### src/rtl/pc_sequencer.sv
// pc_sequencer
//   Owns the program counter. Each cycle it picks the next PC from the
//   incrementer, a branch or jump target, or the exception vector. It holds
//   the PC on stall or halt, and raises a one-cycle flush after every redirect.
//
// Ports
//   clk        system clock, rising edge
//   rst        synchronous active-high reset, overrides everything
//   stall      hazard stall, hold pc
//   br_taken   branch resolved taken, load br_target
//   br_target  branch target address
//   jmp        unconditional jump, load jmp_target (wins over br_taken)
//   jmp_target jump target address
//   halt       halt instruction decoded, enter HALT
//   resume     leave HALT and advance past the halt instruction
//   exc        exception raised, save pc to epc and load EXC_VECTOR
//   pc         current PC (registered)
//   pc_plus    pc + INC modulo 2^WIDTH (combinational)
//   epc        PC saved at the last exception (registered)
//   flush      high for the cycle after a redirect
//   halted     high while halted
module pc_sequencer #(
  parameter int               WIDTH      = 16,
  parameter int               INC        = 2,
  parameter logic [WIDTH-1:0] RESET_PC   = '0,
  parameter logic [WIDTH-1:0] EXC_VECTOR = 16'h0002
) (
  input  logic             clk,
  input  logic             rst,
  input  logic             stall,
  input  logic             br_taken,
  input  logic [WIDTH-1:0] br_target,
  input  logic             jmp,
  input  logic [WIDTH-1:0] jmp_target,
  input  logic             halt,
  input  logic             resume,
  input  logic             exc,
  output logic [WIDTH-1:0] pc,
  output logic [WIDTH-1:0] pc_plus,
  output logic [WIDTH-1:0] epc,
  output logic             flush,
  output logic             halted
);

  typedef enum logic [1:0] {
    RUN   = 2'd0,
    FLUSH = 2'd1,
    HALT  = 2'd2
  } state_t;

  localparam logic [WIDTH-1:0] INC_W = WIDTH'(INC);

  state_t           state;
  state_t           stateNext;
  logic [WIDTH-1:0] pcNext;
  logic [WIDTH-1:0] epcNext;

  // Instructions are halfword aligned; any target loaded into pc drops bit 0.
  function automatic logic [WIDTH-1:0] alignPc(input logic [WIDTH-1:0] addr);
    return {addr[WIDTH-1:1], 1'b0};
  endfunction

  // Carry out is discarded so the counter wraps.
  assign pc_plus = pc + INC_W;

  always_comb begin
    stateNext = state;
    pcNext    = pc;
    epcNext   = epc;
    unique case (state)
      RUN: begin
        if (exc) begin
          epcNext   = pc;
          pcNext    = alignPc(EXC_VECTOR);
          stateNext = FLUSH;
        end else if (halt) begin
          stateNext = HALT;
        end else if (jmp) begin
          pcNext    = alignPc(jmp_target);
          stateNext = FLUSH;
        end else if (br_taken) begin
          pcNext    = alignPc(br_target);
          stateNext = FLUSH;
        end else if (!stall) begin
          pcNext = pc_plus;
        end
      end
      FLUSH: begin
        // Control inputs here belong to the squashed instruction.
        if (!stall) begin
          pcNext = pc_plus;
        end
        stateNext = RUN;
      end
      HALT: begin
        // Resume skips past the halt instruction rather than re-fetching it.
        if (resume) begin
          pcNext    = pc_plus;
          stateNext = RUN;
        end
      end
      default: begin
        stateNext = RUN;
      end
    endcase
  end

  always_ff @(posedge clk) begin
    if (rst) begin
      state <= RUN;
      pc    <= RESET_PC;
      epc   <= '0;
    end else begin
      state <= stateNext;
      pc    <= pcNext;
      epc   <= epcNext;
    end
  end

  // Decoded from the state register only, so no input reaches these outputs.
  assign flush  = (state == FLUSH);
  assign halted = (state == HALT);

endmodule

### config.mk
export PLATFORM = sky130hd
export DESIGN_NAME = pc_sequencer
export DESIGN_NICKNAME = d
export VERILOG_FILES = /design/src/rtl/pc_sequencer.sv
export SDC_FILE = /design/constraint.sdc
export NUM_CORES = 1
export LEC_CHECK = 0
export ABC_AREA = 1
export BUFFER_PORTS_ARGS = -buffer_cell sky130_fd_sc_hd__buf_2
export CAP_MARGIN = 15
export CORE_MARGIN = 4
export CORE_UTILIZATION = 44
export CTS_CLUSTER_SIZE = 25
export DETAILED_ROUTE_END_ITERATION = 16
export GPL_ROUTABILITY_DRIVEN = 0
export PLACE_DENSITY = 0.75
export SLEW_MARGIN = 0
export SYNTH_ARGS = -nofsm -noshare
export SYNTH_HDL_FRONTEND = slang
export SYNTH_SLANG_ARGS = --single-unit
### constraint.sdc
create_clock -name clk -period 1.83 [get_ports clk]
set_input_delay 0 -clock clk [delete_from_list [all_inputs] [get_ports clk]]
set_output_delay 0 -clock clk [all_outputs]
set_load 0.05 [all_outputs]
* Yosys cells after proc, flatten, opt, wreduce, memory -nomap -nowiden
Index checks and enable logic that the tools add are counted.
** Operators by class
- Add/subtract/negate cells :: 1
- Equal/unequal tests :: 5
- Mux-type cells :: 13
- Reductions and logical operators :: 5
** Operators by type and width (number)
- 16-bit two-way mux :: 6
- 16-bit case mux with 3 select lines :: 1
- 16-bit by 2-bit adder with 16-bit output (second input constant) :: 1
- 2-bit two-way mux :: 5
- 5-bit != test (second input constant) :: 1
- 2-bit case mux with 2 select lines :: 1
- 2-bit AND reduction :: 2
- 3-bit != test (second input constant) :: 1
- 3-bit AND reduction :: 1
- 3-bit nonzero test :: 1
- 2-bit by 1-bit == test with 1-bit output (second input constant) :: 1
- 2-bit == test (second input constant) :: 1
- 2-bit zero test :: 1
- 2-bit != test (second input constant) :: 1
** Word-level totals
- Register bits after elaboration :: 34
- Input port bits :: 40
- Output and inout port bits :: 50

* Longest topological paths before layout
Gate-level depths: netlist of the first run.
- Depth after elaboration :: 7
- Mapped depth :: 13
- Mapped depth without buffers :: 13

* Worst setup path before layout of the first run
No wires, ideal clock.
- Kind :: reg2reg
- Start point :: register pc[1]
- End point :: register pc[3]
- Setup time :: 60 ps
- Data arrival time :: 2509 ps
- Slack :: -738 ps
- Cell stages (with the launch flop) :: 9
- Buffers on the path :: 0
- Period minus slack after synthesis :: 2568 ps
- Path through :: dfxtp_1 -> ha_1 -> xor2_1 -> o21ai_0 -> o21ai_0 -> o211ai_1 -> nand2_1 -> o211ai_1 -> inv_1
** On the way
- Longest elaborated chain between the ends :: 7
- Elaborated cells between the ends (all ways) :: 8
- Those cells by class :: 1 x add/sub; 7 x mux
** Ends and longest elaborated chain
- start: declaration :: RTL line 38 : output logic [WIDTH-1:0] pc,
- start signal: assignment :: RTL line 115 : pc <= pcNext;
- 16-bit by 2-bit adder with 16-bit output * :: RTL line 64 : assign pc_plus = pc + INC_W;
- net pc_plus[3] :: RTL line 39 : output logic [WIDTH-1:0] pc_plus,
- 16-bit two-way mux :: RTL line 84, 90
- 16-bit two-way mux :: RTL line 81 : end else if (br_taken) begin
- 16-bit two-way mux :: RTL line 78 : end else if (jmp) begin
- 16-bit two-way mux :: RTL line 76 : end else if (halt) begin
- 16-bit two-way mux :: RTL line 72 : if (exc) begin
- 16-bit case mux with 3 select lines * :: RTL line 70 : unique case (state)
The timed path passes the listed nets; every way through them passes the cells marked *. The select of a mux whose other input is x is not followed.
A chain may end at the register's enable or synchronous reset.

* Worst setup path in the final report of the first run
- Start point :: register pc[1]
- End point :: output port pc_plus[15]
** On the way
- Longest elaborated chain between the ends :: 1
** Ends and longest elaborated chain (RTL line)
- 16-bit by 2-bit adder with 16-bit output :: 64
- end: declaration :: 39
No other way between the ends.

==> impl_results.md, run 1 <==
- Crit path time final: between 1.5 and 2 ns
- Pin count of the biggest net entering global routing: 32
- Number of global-route vias before repair: 2880
- Via-per-instance ratio: 5.33
- CP bufs+invs: 2
- CTS Root Cell: clkbuf_8
- Setup Buffers After CTS: 0
- Aggregate routed wire length: 8160 um
- Initial Util: roughly 45%
- Antenna viol nets, final: 0
- MaxCap Viol Count: 0
- DR WL/cell: ~14 um
- Syn Area/Cell: 6.01 um^2
- Most common library cell in the layout ignoring fill and taps: nand2_1
- Via count: around 3000
- Worst endpoint required time: 1.83 ns
- Cells along the critical path: ha_4 -> nand3_2 -> nor2_4 -> nand3_1 -> nand2_1 -> nand2_2 -> clkinvlp_4 -> buf_2
- Setup violators final: 0
- Final worst slack: 0.0799 ns
- Insertion delay to the later sink of the worst-skew pair: 0.28 ns
- Leakage: approximately 0.0017 uW
- Max Clk Rate: roughly 0.57 GHz
- Fin util: 57.0%
- Final slew viol count: 0
- Cell Rows: 27
- Drt first-iter violations: 208
- Syn Inst Count: 414
- Cell taking the most area after synthesis: dfxtp_1
- Nets: 537
- Status: finished clean
- CP max stage cell: dfxtp_4
- Hold WC Path Type: in -> reg
- # IOs: 90
- Combinational share of power: 46.9%
- Relative max-transition margin: 64.4%
- #FFs+latches synth: 32
- Pre-CTS setup slack: 0.0572 ns
- Clk pwr share: 21.6%
- CTS Buf Count: 5
- Maximum vdd ir drop: ~0.00065 V
- Die width: 83.2 um
- Clock slew at reported path FFs: 0.07 ns
- Post-Syn Area: 2490 um^2
- DP HPWL: 5990 um
- Dominant synthesized flop cell: dfxtp_1
- Die area: between 6000 and 7000 um^2
- 1st-pass router iterations: 5
- Yosys Warn Count: 0
- Yosys top cell area share: approximately a quarter
- Internal power: 1470 uW
- WP data arrival: between 1.5 and 2 ns
- Final global-route overflow total: 0
- Share of cells above drive strength 1: 29.2%
- Synth area leaders: dfxtp_1 (26%), nand2_1 (17%), a21oi_1 (9.0%)
- Async S/R FF share, synth: 0%
- Worst slew pin tran: 0.534 ns
- Residual DRC: 0
- Kind of critical path: reg -> out
- Post-route cell area: ~3100 um^2
- H-tree levels: 2
- Commonest cells after routing, fill and taps aside: nand2_1 (108), buf_2 (83), inv_1 (50)
- Initial antenna violation count: 0
- Power Density: about 900 nW/um^2
- Die height: around 83 um
- Sequential share of power: about a third
- Skew final: ~0.0045 ns
- RSZ-0062 raised after global routing: no
- Switching share of power: a little under half
- Crit-path leading delay family: simple AND/OR/NAND/NOR gates
- Seq/Total Area, Yosys: 25.7%
- EDFF count, synth: 0
- Crit-path max FO: 7
- Cell variety after synth: 35
- CTS tree: done
- First-pass GRT wire length: between 10000 and 15000 um
- Synth-to-Final Area Change: 26.0%
- Sw power: 1340 uW
- Largest stage delay, worst path: 0.40 ns
- ANT cells: 0
- Crit end category: output pin
- Post-Place Cell Area: 3010 um^2
- CP Launch Type: flop
- Port bufs: 84
- Total GRT Usage: approximately 23%
- Max Buffers Root-to-Sink: 2
- Final period util: 95.6%
- Core area: 5510 um^2
- CTS sink cnt: 32
- Hold Vio Cnt, Final: 0
Yosys cell counts (all sizes together) (2+ instances only):
cell type and instances:
a21oi 45, buf 12, clkbuf 12, dfxtp 32, ha 5, inv 54
nand2 116, nand3 47, nand4 3, nor2 34, nor3 2, o211ai 5
o21ai 30, o22ai 2, xor2 7
sequential cells by signal, summed over array words and instances, names as in the netlist:
register  count
epc          15
pc           15
state         2
worst paths after layout:
kind                                 to  cells past startpoint  slack (ns)             startpoint
setup / recovery            pc_plus[15]                      8        0.08     pc[1]$_SDFFE_PP0P_
hold / removal       pc[1]$_SDFFE_PP0P_                      5        0.09          jmp_target[1]
setup reg to reg    pc[15]$_SDFFE_PP0P_                     10        0.10  state[0]$_SDFFE_PP0P_
hold reg to reg   state[0]$_SDFFE_PP0P_                      2        0.51  state[0]$_SDFFE_PP0P_
logic make-up after synthesis:
family | after synthesis | synth area share, %
AO/OA/AOI/OAI | 86 | 18.6
XOR/XNOR | 7 | 2.77
adder cells (fa/ha/maj) | 5 | 2.51
buffers and inverters | 80 | 14.4
flip-flops | 32 | 25.7
other | 1 | 0.151
AND/OR/NAND/NOR | 203 | 35.8
power by group through the flow:
stage / combinational [uW] / clock [uW] / sequential, uW
5_1_grt: 1420 / 655 / 898
3_3_place_gp: 1280 / 0 / 895
4_1_cts: 1300 / 619 / 882
3_5_place_dp: 1300 / 0 / 898
6_report: 1320 / 607 / 886
2_1_floorplan: 737 / 0 / 1160
worst min-delay path, stage by stage:
cell and delay, ns:
buf_2 0.09, nand2_1 0.06, nand3_1 0.07, nand3_1 0.06
a21oi_1 0.05
per-layer routing:
metal / vias to the layer above / part of all wire (%) / global-route usage, %
li1: 1475 / - / -
met1: 1356 / 42 / 28.7
met2: 167 / 47 / 38.8
met3: 16 / 9.3 / 5.95
met4: 0 / 2.0 / 7.28
met5: - / 0 / 0
final cells by class:
class                   count  area (um^2)
repair buffers             94          498
clock buffers               8          100
well taps                  72         90.1
inverters                  55          211
multi-input cells         304         1570
fillers                   570         2370
flip-flops and latches     32          663
what timing repair did:
action / CTS / global route
endpoints found under the setup margin: 0 / 8
hold buffers: 0 / 0
resized for setup: 0 / 5
through the flow:
step	cells	power, uW	TNS [ns]	hold WS, ns
2_1_floorplan	416	1900	-0.0146	0.248
3_3_place_gp	557	2180	0	0.389
3_5_place_dp	557	2200	0	0.393
4_1_cts	565	2800	0	0.0891
5_1_grt	565	2970	0	0.124
6_report	565	2810	0	0.0921
Power figures use the tool's default switching activity.
==> run 2, diff against run 1 <==
--- a/config.mk
+++ b/config.mk
@@ -8,12 +8,14 @@
 export ABC_AREA = 1
 export BUFFER_PORTS_ARGS = -buffer_cell sky130_fd_sc_hd__buf_2
 export CAP_MARGIN = 15
+export CELL_PAD_IN_SITES_DETAIL_PLACEMENT = 0
+export CELL_PAD_IN_SITES_GLOBAL_PLACEMENT = 1
 export CORE_MARGIN = 4
-export CORE_UTILIZATION = 44
+export CORE_UTILIZATION = 30
 export CTS_CLUSTER_SIZE = 25
 export DETAILED_ROUTE_END_ITERATION = 16
 export GPL_ROUTABILITY_DRIVEN = 0
-export PLACE_DENSITY = 0.75
+export PLACE_DENSITY_LB_ADDON = 0.1
 export SLEW_MARGIN = 0
 export SYNTH_ARGS = -nofsm -noshare
 export SYNTH_HDL_FRONTEND = slang
==> run 2 against run 1 <==
Clock skew up 0.0062 ns. Final cell count up 7.1%. Non-clock buffer count up 10. Critical endpoint is now pc_plus[7]. Clock power increased by 2%. Highest routed layer unchanged. Hold slack worse by 0.031 ns. Register-to-register slack gained 0.03 ns. Utilization fell by 16 points. First-iteration DRC count is 49% lower.
==> impl_results.md, run 2 (same netlist as run 1, synthesis figures left out) <==
- Cell Rows: 32
- Synth-to-Final Area Change: 30.9%
- Aggregate routed wire length: 8910 um
- Via count: between 2000 and 3000
- Top Registers: epc (15), pc (15), state (2)
- 1st-pass router iterations: 4
- H-tree levels: 2
- Hold path depth: 4
- Hold Buf Count CTS: 0
- WP data arrival: 1.72 ns
- Skew final: 0.0107 ns
- Pin count of the biggest net entering global routing: 32
- First-pass GRT wire length: roughly 14000 um
- Power Density: 881 nW/um^2
- Via-per-instance ratio: 4.86
- Sw power: 1370 uW
- Maximum vdd ir drop: 0.000412 V
- CTS tree: done
- Sequential share of power: 30.8%
- Clock slew at reported path FFs: 0.08 ns
- DP HPWL: roughly 6900 um
- Crit path time final: around 1.7 ns
- Leakage: 0.00174 uW
- Status: finished clean
- Kind of critical path: reg -> out
- # IOs: 90
- Max Buffers Root-to-Sink: 2
- Insertion delay to the later sink of the worst-skew pair: 0.28 ns
- Die height: 99.1 um
- CP Launch Type: flop
- Pre-CTS setup slack: between 0.1 and 0.15 ns
- HP Start: halt
- Final global-route overflow total: 0
- Share of cells above drive strength 1: 31.2%
- Hold Vio Cnt, Final: 0
- Most common library cell in the layout ignoring fill and taps: nand2_1
- CTS Buf Count: 5
- ANT cells: 0
- Crit-path max FO: 7
- Number of global-route vias before repair: 2976
- Final slew viol count: 0
- DR WL/cell: 14.7 um
- CTS sink cnt: 32
- Final setup TNS: 0 ns
- Fillers: 892
- Antenna viol nets, final: 0
- RSZ-0062 raised after global routing: no
- Setup violators final: 0
- Commonest cells after routing, fill and taps aside: nand2_1 (108), buf_2 (84), inv_1 (48)
- Core area: approximately 8000 um^2
- Initial antenna violation count: 0
- Final period util: a little over nine tenths
- Hold WC Path Type: in -> reg
- Non-filler cells in the finished layout: slightly above 600
- Port bufs: 84
- Clk pwr share: 21.5%
- Hold endpoint: state[0]$_SDFFE_PP0P_
- Final worst slack: 0.106 ns
- Capture point of the worst reg-to-reg path: pc[12]$_SDFFE_PP0P_
- Drt first-iter violations: between 100 and 150
- Setup slack, reg-to-reg: 0.13 ns
- Initial Util: 31.6%
- Crit end category: output pin
- DP Cell Count: 594
- Residual DRC: 0
- MaxCap Viol Count: 0
- Combinational share of power: between 40% and 50%
- Nets: 547
- CTS Root Cell: clkbuf_8
- Switching share of power: about 48%
- Die width: 99.1 um
- Worst endpoint required time: 1.83 ns
- Max Clk Rate: 0.580 GHz
- Internal power: 1500 uW
- Critical R2R Launch: state[1]$_SDFFE_PP0P_
- R2R cell count: 11
- Total GRT Usage: 17.8%
- Die area: 9820 um^2
run 2: cell types whose count changed in the layout (fill, tap and decap cells not counted), sizes merged:
cell      before  now
buf           93  103
inv           53   52
clkinvlp       1    2
run 2: final cells by class:
type	instances	area (um^2)	share of cell area, %
Multi-Input combinational cell	304	1570	48.1
Sequential cell	32	671	20.6
Timing Repair Buffer	104	574	17.6
Inverter	55	218	6.68
Tap cell	102	128	3.92
Clock buffer	8	100	3.07
run 2: routing by layer:
metal | track usage, % | part of all wire, % | up-vias
li1 | - | - | 1499
met1 | 21.5 | 43 | 1368
met2 | 33.1 | 51 | 64
met3 | 3.40 | 4.5 | 8
met4 | 2.73 | 0.92 | 0
met5 | 0 | 0 | -
run 2: timing repair:
item | CTS | global route
endpoints found under the setup margin | 0 | 18
buffers inserted | 0 | 3
endpoints found under the hold margin | 0 | 0
gates resized for setup | 0 | 13
run 2: critical path: stages, from the launching register on:
cell     delay (ns)
dfxtp_4        0.41
ha_4           0.19
nand3_4        0.12
nor2_4         0.13
xor2_1         0.20
buf_4          0.15
inv_1          0.03
buf_2          0.20
run 2: power groups by stage:
| stage | clock (uW) | combinational, uW | sequential, uW |
|---|---|---|---|
| finish | 618 | 1370 | 886 |
| global route | 661 | 1500 | 899 |
| CTS | 633 | 1350 | 882 |
| detailed placement | 0 | 1350 | 897 |
| global placement | 0 | 1340 | 897 |
| floorplan | 0 | 737 | 1160 |
run 2: how the worst max path moves through the flow:
stage / from / to / slack (ns) / depth (start not counted)
finish: pc[1]$_SDFFE_PP0P_ / pc_plus[7] / 0.11 / 7
global route: pc[4]$_SDFFE_PP0P_ / pc[10]$_SDFFE_PP0P_ / 0.002 / 13
CTS: pc[1]$_SDFFE_PP0P_ / pc_plus[7] / 0.05 / 7
detailed placement: state[0]$_SDFFE_PP0P_ / pc[4]$_SDFFE_PP0P_ / 0.11 / 11
global placement: state[0]$_SDFFE_PP0P_ / pc[5]$_SDFFE_PP0P_ / 0.15 / 11
floorplan: pc[1]$_SDFFE_PP0P_ / pc[15]$_SDFFE_PP0P_ / -0.01 / 12
run 2: per-stage QoR:
| stage | util [%] | hold slack [ns] | power, uW | instance area, um^2 |
|---|---|---|---|---|
| after floorplan | - | 0.248 | 1900 | 2570 |
| after global placement | 39.3 | 0.376 | 2240 | 3100 |
| after detailed placement | 39.3 | 0.380 | 2250 | 3100 |
| after CTS | 40.5 | 0.0734 | 2870 | 3200 |
| after global routing | 41.3 | 0.0894 | 3060 | 3260 |
| final | 41.3 | 0.0612 | 2870 | 3260 |
